File: src/rtl/instr_prefetch.sv
// Instruction prefetch buffer.
// Streams sequential fetch requests into a DEPTH-entry {pc, instr} FIFO.
// Instruction memory returns data one cycle after each request.
// A redirect flushes the FIFO, drops any response still outstanding and restarts
// fetching at the new PC.
// Optional build macro PREFETCH_STATS_EN adds two saturating 16-bit counters:
// stat_fetches counts request cycles and stat_flushes counts redirect cycles.
`timescale 1ns/1ps
module instr_prefetch #(
  parameter int unsigned DEPTH    = 4,
  parameter logic [15:0] RESET_PC = 16'h0000
) (
  input  logic        clk,
  input  logic        rst_n,
  input  logic        i_redirect,
  input  logic [15:0] i_redirect_pc,
  output logic        o_imem_req,
  output logic [11:0] o_imem_addr,
  input  logic [15:0] i_imem_data,
  output logic        o_out_valid,
  input  logic        i_out_ready,
  output logic [15:0] o_out_instr,
  output logic [15:0] o_out_pc
`ifdef PREFETCH_STATS_EN
  ,
  output logic [15:0] o_stat_fetches,
  output logic [15:0] o_stat_flushes
`endif
);

  localparam int unsigned PtrW = (DEPTH > 1) ? $clog2(DEPTH) : 1;
  localparam int unsigned CntW = PtrW + 1;
  localparam logic [CntW:0] DepthW = (CntW + 1)'(DEPTH);

  // Architectural state
  logic [15:0]     r_fetch_pc;
  logic            r_inflight;
  logic [15:0]     r_inflight_pc;
  logic [CntW-1:0] r_count;
  logic [PtrW-1:0] r_rd_ptr;
  logic [PtrW-1:0] r_wr_ptr;
  logic [15:0]     r_mem_pc    [DEPTH];
  logic [15:0]     r_mem_instr [DEPTH];

  // Next-state and control wires
  logic [15:0]     w_fetch_pc_nxt;
  logic            w_inflight_nxt;
  logic [15:0]     w_inflight_pc_nxt;
  logic [CntW-1:0] w_count_nxt;
  logic [PtrW-1:0] w_rd_ptr_nxt;
  logic [PtrW-1:0] w_wr_ptr_nxt;
  logic            w_pop;
  logic            w_push;
  logic            w_req;
  logic            w_out_valid;
  logic [CntW:0]   w_occupancy;

  // Handshake decode: occupancy counts the slot reserved by the outstanding request
  always_comb begin
    w_out_valid = (r_count != '0) & ~i_redirect;
    w_pop       = w_out_valid & i_out_ready;
    // A response landing in a redirect cycle belongs to the old stream
    w_push      = r_inflight & ~i_redirect;
    w_occupancy = {1'b0, r_count} + (CntW + 1)'(r_inflight) - (CntW + 1)'(w_pop);
    // rst_n gating keeps the request low while reset is held
    w_req       = rst_n & ~i_redirect & (w_occupancy < DepthW);
  end

  // Next-state for fetch PC, in-flight tracking, count and pointers
  always_comb begin
    w_fetch_pc_nxt    = r_fetch_pc;
    w_inflight_nxt    = w_req;
    w_inflight_pc_nxt = r_inflight_pc;
    w_count_nxt       = r_count;
    w_rd_ptr_nxt      = r_rd_ptr;
    w_wr_ptr_nxt      = r_wr_ptr;
    if (i_redirect) begin
      w_fetch_pc_nxt = i_redirect_pc;
      w_inflight_nxt = 1'b0;
      w_count_nxt    = '0;
      w_rd_ptr_nxt   = '0;
      w_wr_ptr_nxt   = '0;
    end else begin
      if (w_req) begin
        w_fetch_pc_nxt    = r_fetch_pc + 16'd1;
        w_inflight_pc_nxt = r_fetch_pc;
      end
      // Pointers are PtrW wide, so they wrap modulo DEPTH on their own
      if (w_push) begin
        w_wr_ptr_nxt = r_wr_ptr + PtrW'(1);
      end
      if (w_pop) begin
        w_rd_ptr_nxt = r_rd_ptr + PtrW'(1);
      end
      w_count_nxt = r_count + CntW'(w_push) - CntW'(w_pop);
    end
  end

  // State registers with asynchronous reset
  always_ff @(posedge clk or negedge rst_n) begin
    if (!rst_n) begin
      r_fetch_pc    <= RESET_PC;
      r_inflight    <= 1'b0;
      r_inflight_pc <= RESET_PC;
      r_count       <= '0;
      r_rd_ptr      <= '0;
      r_wr_ptr      <= '0;
    end else begin
      r_fetch_pc    <= w_fetch_pc_nxt;
      r_inflight    <= w_inflight_nxt;
      r_inflight_pc <= w_inflight_pc_nxt;
      r_count       <= w_count_nxt;
      r_rd_ptr      <= w_rd_ptr_nxt;
      r_wr_ptr      <= w_wr_ptr_nxt;
    end
  end

  // FIFO storage; contents need no reset because count gates visibility
  always_ff @(posedge clk) begin
    if (w_push) begin
      r_mem_pc[r_wr_ptr]    <= r_inflight_pc;
      r_mem_instr[r_wr_ptr] <= i_imem_data;
    end
  end

`ifdef PREFETCH_STATS_EN
  logic [15:0] r_stat_fetches;
  logic [15:0] r_stat_flushes;

  // Saturating event counters
  always_ff @(posedge clk or negedge rst_n) begin
    if (!rst_n) begin
      r_stat_fetches <= 16'h0000;
      r_stat_flushes <= 16'h0000;
    end else begin
      if (w_req && (r_stat_fetches != 16'hFFFF)) begin
        r_stat_fetches <= r_stat_fetches + 16'd1;
      end
      if (i_redirect && (r_stat_flushes != 16'hFFFF)) begin
        r_stat_flushes <= r_stat_flushes + 16'd1;
      end
    end
  end

  assign o_stat_fetches = r_stat_fetches;
  assign o_stat_flushes = r_stat_flushes;
`endif

  assign o_imem_req  = w_req;
  assign o_imem_addr = r_fetch_pc[11:0];
  assign o_out_valid = w_out_valid;
  assign o_out_pc    = r_mem_pc[r_rd_ptr];
  assign o_out_instr = r_mem_instr[r_rd_ptr];

endmodule
File: config.mk
export PLATFORM = sky130hd
export DESIGN_NAME = instr_prefetch
export DESIGN_NICKNAME = d
export VERILOG_FILES = /design/src/rtl/instr_prefetch.sv
export SDC_FILE = /design/constraint.sdc
export NUM_CORES = 1
export LEC_CHECK = 0
export ABC_AREA = 1
export ABC_CLOCK_PERIOD_IN_PS = 6500
export BUFFER_PORTS_ARGS = -buffer_cell sky130_fd_sc_hd__clkbuf_2
export CORE_MARGIN = 2
export CORE_UTILIZATION = 41
export CTS_CLUSTER_SIZE = 14
export DETAILED_ROUTE_END_ITERATION = 6
export SETUP_SLACK_MARGIN = 0.3
export SLEW_MARGIN = 10
export SYNTH_ARGS = -nofsm -noshare
export SYNTH_HDL_FRONTEND = slang
export SYNTH_SLANG_ARGS = --single-unit
File: constraint.sdc
create_clock -name clk -period 6.5 [get_ports clk]
set_clock_uncertainty 0.2 [all_clocks]
set_input_delay 1.3 -clock clk [delete_from_list [all_inputs] [get_ports clk]]
set_output_delay 1.3 -clock clk [all_outputs]
set_load 0.005 [all_outputs]
; ---- Word-level counts from Yosys, hierarchy flattened
; Memory sizes are Yosys's and may differ from the RTL's.
; Cells that the tools add are included.
[totals]
regBits = 40
ram_bits = 128
word_cells = 37
n_memories = 2
[mem_list]
columns = memory, words, word_bits, read_ports, rd_clocked_by_memory_dff, write_ports, line_no
row1 = r_mem_instr, 4, 16, 1, 0, 1, 43  ; logic [15:0] r_mem_instr [DEPTH];
row2 = r_mem_pc, 4, 16, 1, 0, 1, 42  ; logic [15:0] r_mem_pc [DEPTH];
[op_classes]
add_sub_neg = 7
magnitude_cmp = 1
muxes = 10
bitwise_logic = 6
reduce_logical = 5
[ops]
columns = op, count
row1 = 16-bit 2-to-1 mux, 2
row2 = "16-bit by 1-bit adder with 16-bit output, second input constant", 1
row3 = 2-bit 2-to-1 mux, 4
row4 = 2-bit nonzero test, 3
row5 = 1-bit AND, 5
row6 = "2-bit by 1-bit adder with 2-bit output, second input constant", 2
row7 = 3-bit by 1-bit adder with 4-bit output, 1
row8 = "4-bit by 3-bit < comparator with 1-bit output, second input constant", 1
row9 = 4-bit by 1-bit subtractor with 4-bit output, 1
row10 = 3-bit by 1-bit adder with 3-bit output, 1
row11 = 1-bit 2-to-1 mux, 3
row12 = 3-bit 2-to-1 mux, 1
row13 = 3-bit nonzero test, 1
row14 = 3-bit by 1-bit subtractor with 3-bit output, 1
row15 = 2-bit AND reduction, 1
row16 = 1-bit inverter, 1

; ---- Logic depth before layout (Yosys ltp)
[depth]
depth_word = 8
ltp_mapped = 17
mapped_depth_nobuf = 16

; ---- Worst setup path after synthesis
; Ideal clock, no wire load.
[synth_timing]
path_type = input to output
startpoint = input i_redirect
endpoint = output o_imem_req
arrival_time_ns = 2.900
t_required_ns = 5.000
path_slack_ns = 2.100
path_stages = 14
n_path_buf = 1
path_cell_list = buf_2 inv_1 nand3_1 inv_1 ha_1 inv_1 ha_1 inv_1 nor2_1 nand2_1 nand2_1 nand2_1 nand4_4 inv_1
[synth_between]
elab_chain_len = 6
[synth_lines]
columns = element, line_no
row1 = from (decl), 15  ; input logic i_redirect,
row2 = 1-bit inverter (no source line) (*), -
row3 = 1-bit AND, 60  ; w_out_valid = (r_count != '0) & ~i_redirect;
row4 = 1-bit AND, 61  ; w_pop = w_out_valid & i_out_ready;
row5 = 4-bit by 1-bit subtractor with 4-bit output, 64  ; w_occupancy = {1'b0, r_count} + (CntW + 1)'(r_inflight) - (CntW + 1)'(w_pop);
row6 = 4-bit by 3-bit < comparator with 1-bit output, 66  ; w_req = rst_n & ~i_redirect & (w_occupancy < DepthW);
row7 = 1-bit AND (*), 66
row8 = to (decl), 17  ; output logic o_imem_req,
; Every way passes the cells marked *; elsewhere a longest branch is shown, timed or not.

; ---- Final worst setup path
; Same ends and word-level chain as after synthesis.

==> flow_summary.toml <==
[setup_path]
worst-endpoint-arrival_ns = 3.66
endpoint_kind = "output pin"
start_kind = "primary input"
critPathLaunch = "i_redirect"
classification_of_the_worst_setup_path = "primary input to output pin"
cp_data_required_time_ns = 5.00
r2r_setup_slack_ns = 3.61
worst_setup_path_endpoint = "o_imem_req"
regToRegEndpoint = "r_fetch_pc[1]$_DFFE_PN0P_"
timing.critical_path.fanout_max = 32
timing.reg2reg.worst_path_depth = 17
regToRegStartpoint = "r_count[1]$_DFF_PN0_"

[cells_and_area]
final_layout_size_suffix_gt1_share_pct = 17.2
postLayoutCoreUtil_pct = 48.0
layout.nets = 763
areaGrowthSynthToFinish_pct = 15.3
insertedDiodeCount = 0
final_cell_area_um2 = 8240

[synthesis]
synth_fp_nets = 700
synth.yosys.warnings = 0
synthesis.area_per_instance_um2 = 11.0
synth_area_leader_cell = "sky130_fd_sc_hd__edfxtp_1"
netlist.area_leader.share_pct = 53.8
ys_seq_area_share_pct = 67.8
post_synth_most_frequent_cells = "sky130_fd_sc_hd__edfxtp_1, sky130_fd_sc_hd__nand2_1, sky130_fd_sc_hd__nor2_1"
yosys-top-cells-area = "sky130_fd_sc_hd__edfxtp_1, sky130_fd_sc_hd__dfrtp_1, sky130_fd_sc_hd__nand2_1, sky130_fd_sc_hd__o21ai_0, sky130_fd_sc_hd__nor2_1"
synth.ff_latch_count = 168
ys_async_sr_fraction_pct = 23.8
synth-main-ff-cell = "sky130_fd_sc_hd__edfxtp_1"
distinct_cell_type_count_after_synthesis = 25
synth_enable_flop_cells = 128
postSynthCellCount = 652
synthesis.area_um2 = 7150

[placed_design]
place_hpwl_mm = 8.74
weighted_congestion_at_the_end_of_routability_driven_global_placement = 0.825
port_buffers = 81
place_worst_setup_slack_ns = 1.35
placed_area_um2 = 7670

[power]
worst_ir_drop_vdd_uv = 208
combPwrFrac_pct = 24.2
cell_internal_pwr_mw = 2.18
net_switching_share_of_the_total_power_pct = 32.4
p_seq_share_pct = 45.2
power.switching_mw = 1.04
power.share.clock_pct = 30.6
power.density_cell_area_nw_per_um2 = 390
cellLeakagePower_nw = 3.34

[floorplan]
floorplan.initialDensity_pct = 41.6
core.rowCount = 48
dieArea_um2 = 18500
fp.coreArea_um2 = 17200
io_pins = 82
die-width_um = 136
fp.dieH_um = 136

[cts]
cts_made_buffers = 17
post_cts_resized = 0
clock_insertion_delay_worst_skew_ns = 0.42
cts_setup_buffers = 0
clkSlewWorstSetupHoldPaths_ns = 0.06
cts_root_buffer = "sky130_fd_sc_hd__clkbuf_16"
htreeDepth = 4
clock_tree.buffer_depth = 2
cts.sink_count = 168
cts_tree = "built"
cts_hold_buf = 0

[global_routing]
first_pass_grt_wire_length_mm = 24.0
grt_antenna_before_repair = 0
globalRouteOverflowTotal = 0
via_count_of_the_first_global_routing_pass = 4740
grt.total_usage_pct = 17.1
largest_net_degree_at_the_start_of_global_routing = 68

[timing]
max_slew.worst_pin.slew_ns = 1.12
final_min_period_over_clock_period_pct = 79.4
final-hold-violation-count = 0
max_freq_ghz = 0.194
slew_headroom_pct = 25.2
slew_limit_fails = 0
rsz0062_at_grt = "false"
count_of_final_setup_violators = 0
worst_setup_slack_after_layout_ns = 1.34
whs_ns = 0.315
min_period_ns = 5.16
tns_ns = 0

[detailed_routing]
post_drt_via_cell_ratio = 5.03
drc = 0
drt-wirelength-per-cell_um = 15.9
route.final.wire_length_mm = 15.1
detailed_router_s_first_iteration_violation_count = 375
dr.pass1.iters = 5
ant_nets = 0
via_count = 4789

[min_path]
min-delay-path-class = "register to register"

[job]
drv.max_cap_violation_count = 0

[run_status]
status = "complete, no violations"
-- how the worst min path moves through the flow --
stage                                      start                        to  slack (ns)  depth (start not counted)
finish              r_inflight_pc[6]$_DFFE_PN0P_  r_mem_pc[1][6]$_DFFE_PP_        0.32                          0
detailed placement  r_inflight_pc[9]$_DFFE_PN0P_  r_mem_pc[1][9]$_DFFE_PP_        0.31                          0
global route        r_inflight_pc[6]$_DFFE_PN0P_  r_mem_pc[0][6]$_DFFE_PP_        0.35                          0
global placement    r_inflight_pc[9]$_DFFE_PN0P_  r_mem_pc[0][9]$_DFFE_PP_        0.29                          0
floorplan           r_inflight_pc[0]$_DFFE_PN0P_  r_mem_pc[0][0]$_DFFE_PP_        0.28                          0
CTS                 r_inflight_pc[3]$_DFFE_PN0P_  r_mem_pc[3][3]$_DFFE_PP_        0.32                          0
-- layout make-up --
cell class | count | area (um^2)
inverters | 42 | 158
well taps | 225 | 282
clock inverters | 13 | 143
clock buffers | 19 | 433
flip-flops and latches | 168 | 4850
fillers | 1586 | 8930
multi-input cells | 399 | 1930
repair buffers | 87 | 450
-- worst max-delay path, stage by stage --
cell and delay, ns:
sky130_fd_sc_hd__clkbuf_2 0.08, sky130_fd_sc_hd__buf_4 0.21, sky130_fd_sc_hd__inv_1 0.08, sky130_fd_sc_hd__buf_4 0.33
sky130_fd_sc_hd__nand3_1 0.20, sky130_fd_sc_hd__inv_1 0.14, sky130_fd_sc_hd__ha_1 0.15, sky130_fd_sc_hd__inv_1 0.04
sky130_fd_sc_hd__ha_1 0.28, sky130_fd_sc_hd__inv_1 0.06, sky130_fd_sc_hd__nor2_1 0.03, sky130_fd_sc_hd__nand2_1 0.09
sky130_fd_sc_hd__nand2_1 0.06, sky130_fd_sc_hd__nand2_1 0.10, sky130_fd_sc_hd__nand4_4 0.10, sky130_fd_sc_hd__inv_1 0.21
sky130_fd_sc_hd__clkbuf_2 0.16
-- cells in the final DEF, fill, tap and decap left out, types with 2 or more instances in the layout --
master / netlist / layout
sky130_fd_sc_hd__clkinv_2: 0 / 2
sky130_fd_sc_hd__bufinv_16: 0 / 2
sky130_fd_sc_hd__nor2_1: 87 / 83
sky130_fd_sc_hd__o21ai_1: 3 / 3
sky130_fd_sc_hd__nand4_1: 2 / 2
sky130_fd_sc_hd__clkinvlp_4: 0 / 3
sky130_fd_sc_hd__clkbuf_16: 0 / 17
sky130_fd_sc_hd__nand3_1: 37 / 37
sky130_fd_sc_hd__nand2_1: 128 / 128
sky130_fd_sc_hd__clkbuf_1: 17 / 2
sky130_fd_sc_hd__dfrtp_1: 40 / 39
sky130_fd_sc_hd__clkbuf_2: 0 / 81
sky130_fd_sc_hd__o21ai_0: 85 / 85
sky130_fd_sc_hd__nor2_4: 0 / 4
sky130_fd_sc_hd__inv_1: 42 / 41
sky130_fd_sc_hd__buf_4: 15 / 6
sky130_fd_sc_hd__o22ai_1: 32 / 32
sky130_fd_sc_hd__edfxtp_1: 128 / 128
sky130_fd_sc_hd__inv_6: 0 / 4
sky130_fd_sc_hd__a21oi_1: 6 / 6
sky130_fd_sc_hd__ha_1: 11 / 11
-- through the flow --
| stage | instances | power (mW) |
|---|---|---|
| final | 953 | 3.22 |
| after global routing | 953 | 3.41 |
| after floorplan | 652 | 1.98 |
| after CTS | 953 | 3.25 |
| after detailed placement | 921 | 2.27 |
| after global placement | 921 | 2.23 |
-- cell families (layout without fill, tap and decap cells) --
family	after synthesis	count (layout)	synth area share, %
xor gates and xnor gates	1	1	0.123
DFF	168	168	67.8
and+or+nand+nor	258	258	14.7
buffers and inverters	85	161	5.60
adders and majority gates	12	12	2.21
AOI/OAI and AO/OA	128	128	9.57
-- per-layer routing --
layer | vias up | routed length, um | track usage [%]
met5 | - | 0 | 0
met2 | 112 | 7210 | 27.8
li1 | 2366 | - | -
met3 | 12 | 738 | 5.18
met4 | 0 | 122 | 4.63
met1 | 2299 | 7080 | 22.4
-- state kept, by name (all words and copies together) (netlist names) --
| name | count |
|---|---|
| r_wr_ptr | 2 |
| r_rd_ptr | 2 |
| r_mem_pc | 64 |
| r_mem_instr | 64 |
| r_count | 3 |
| r_fetch_pc | 16 |
| r_inflight | 1 |
| r_inflight_pc | 16 |
-- power groups by stage --
stage	clock network (mW)	logic, mW	registers (mW)
finish	0.983	0.779	1.46
global route	1.04	0.893	1.48
CTS	0.999	0.795	1.45
detailed placement	0	0.793	1.48
global placement	0	0.769	1.46
floorplan	0	0.547	1.43
Power figures use the tool's default switching activity.
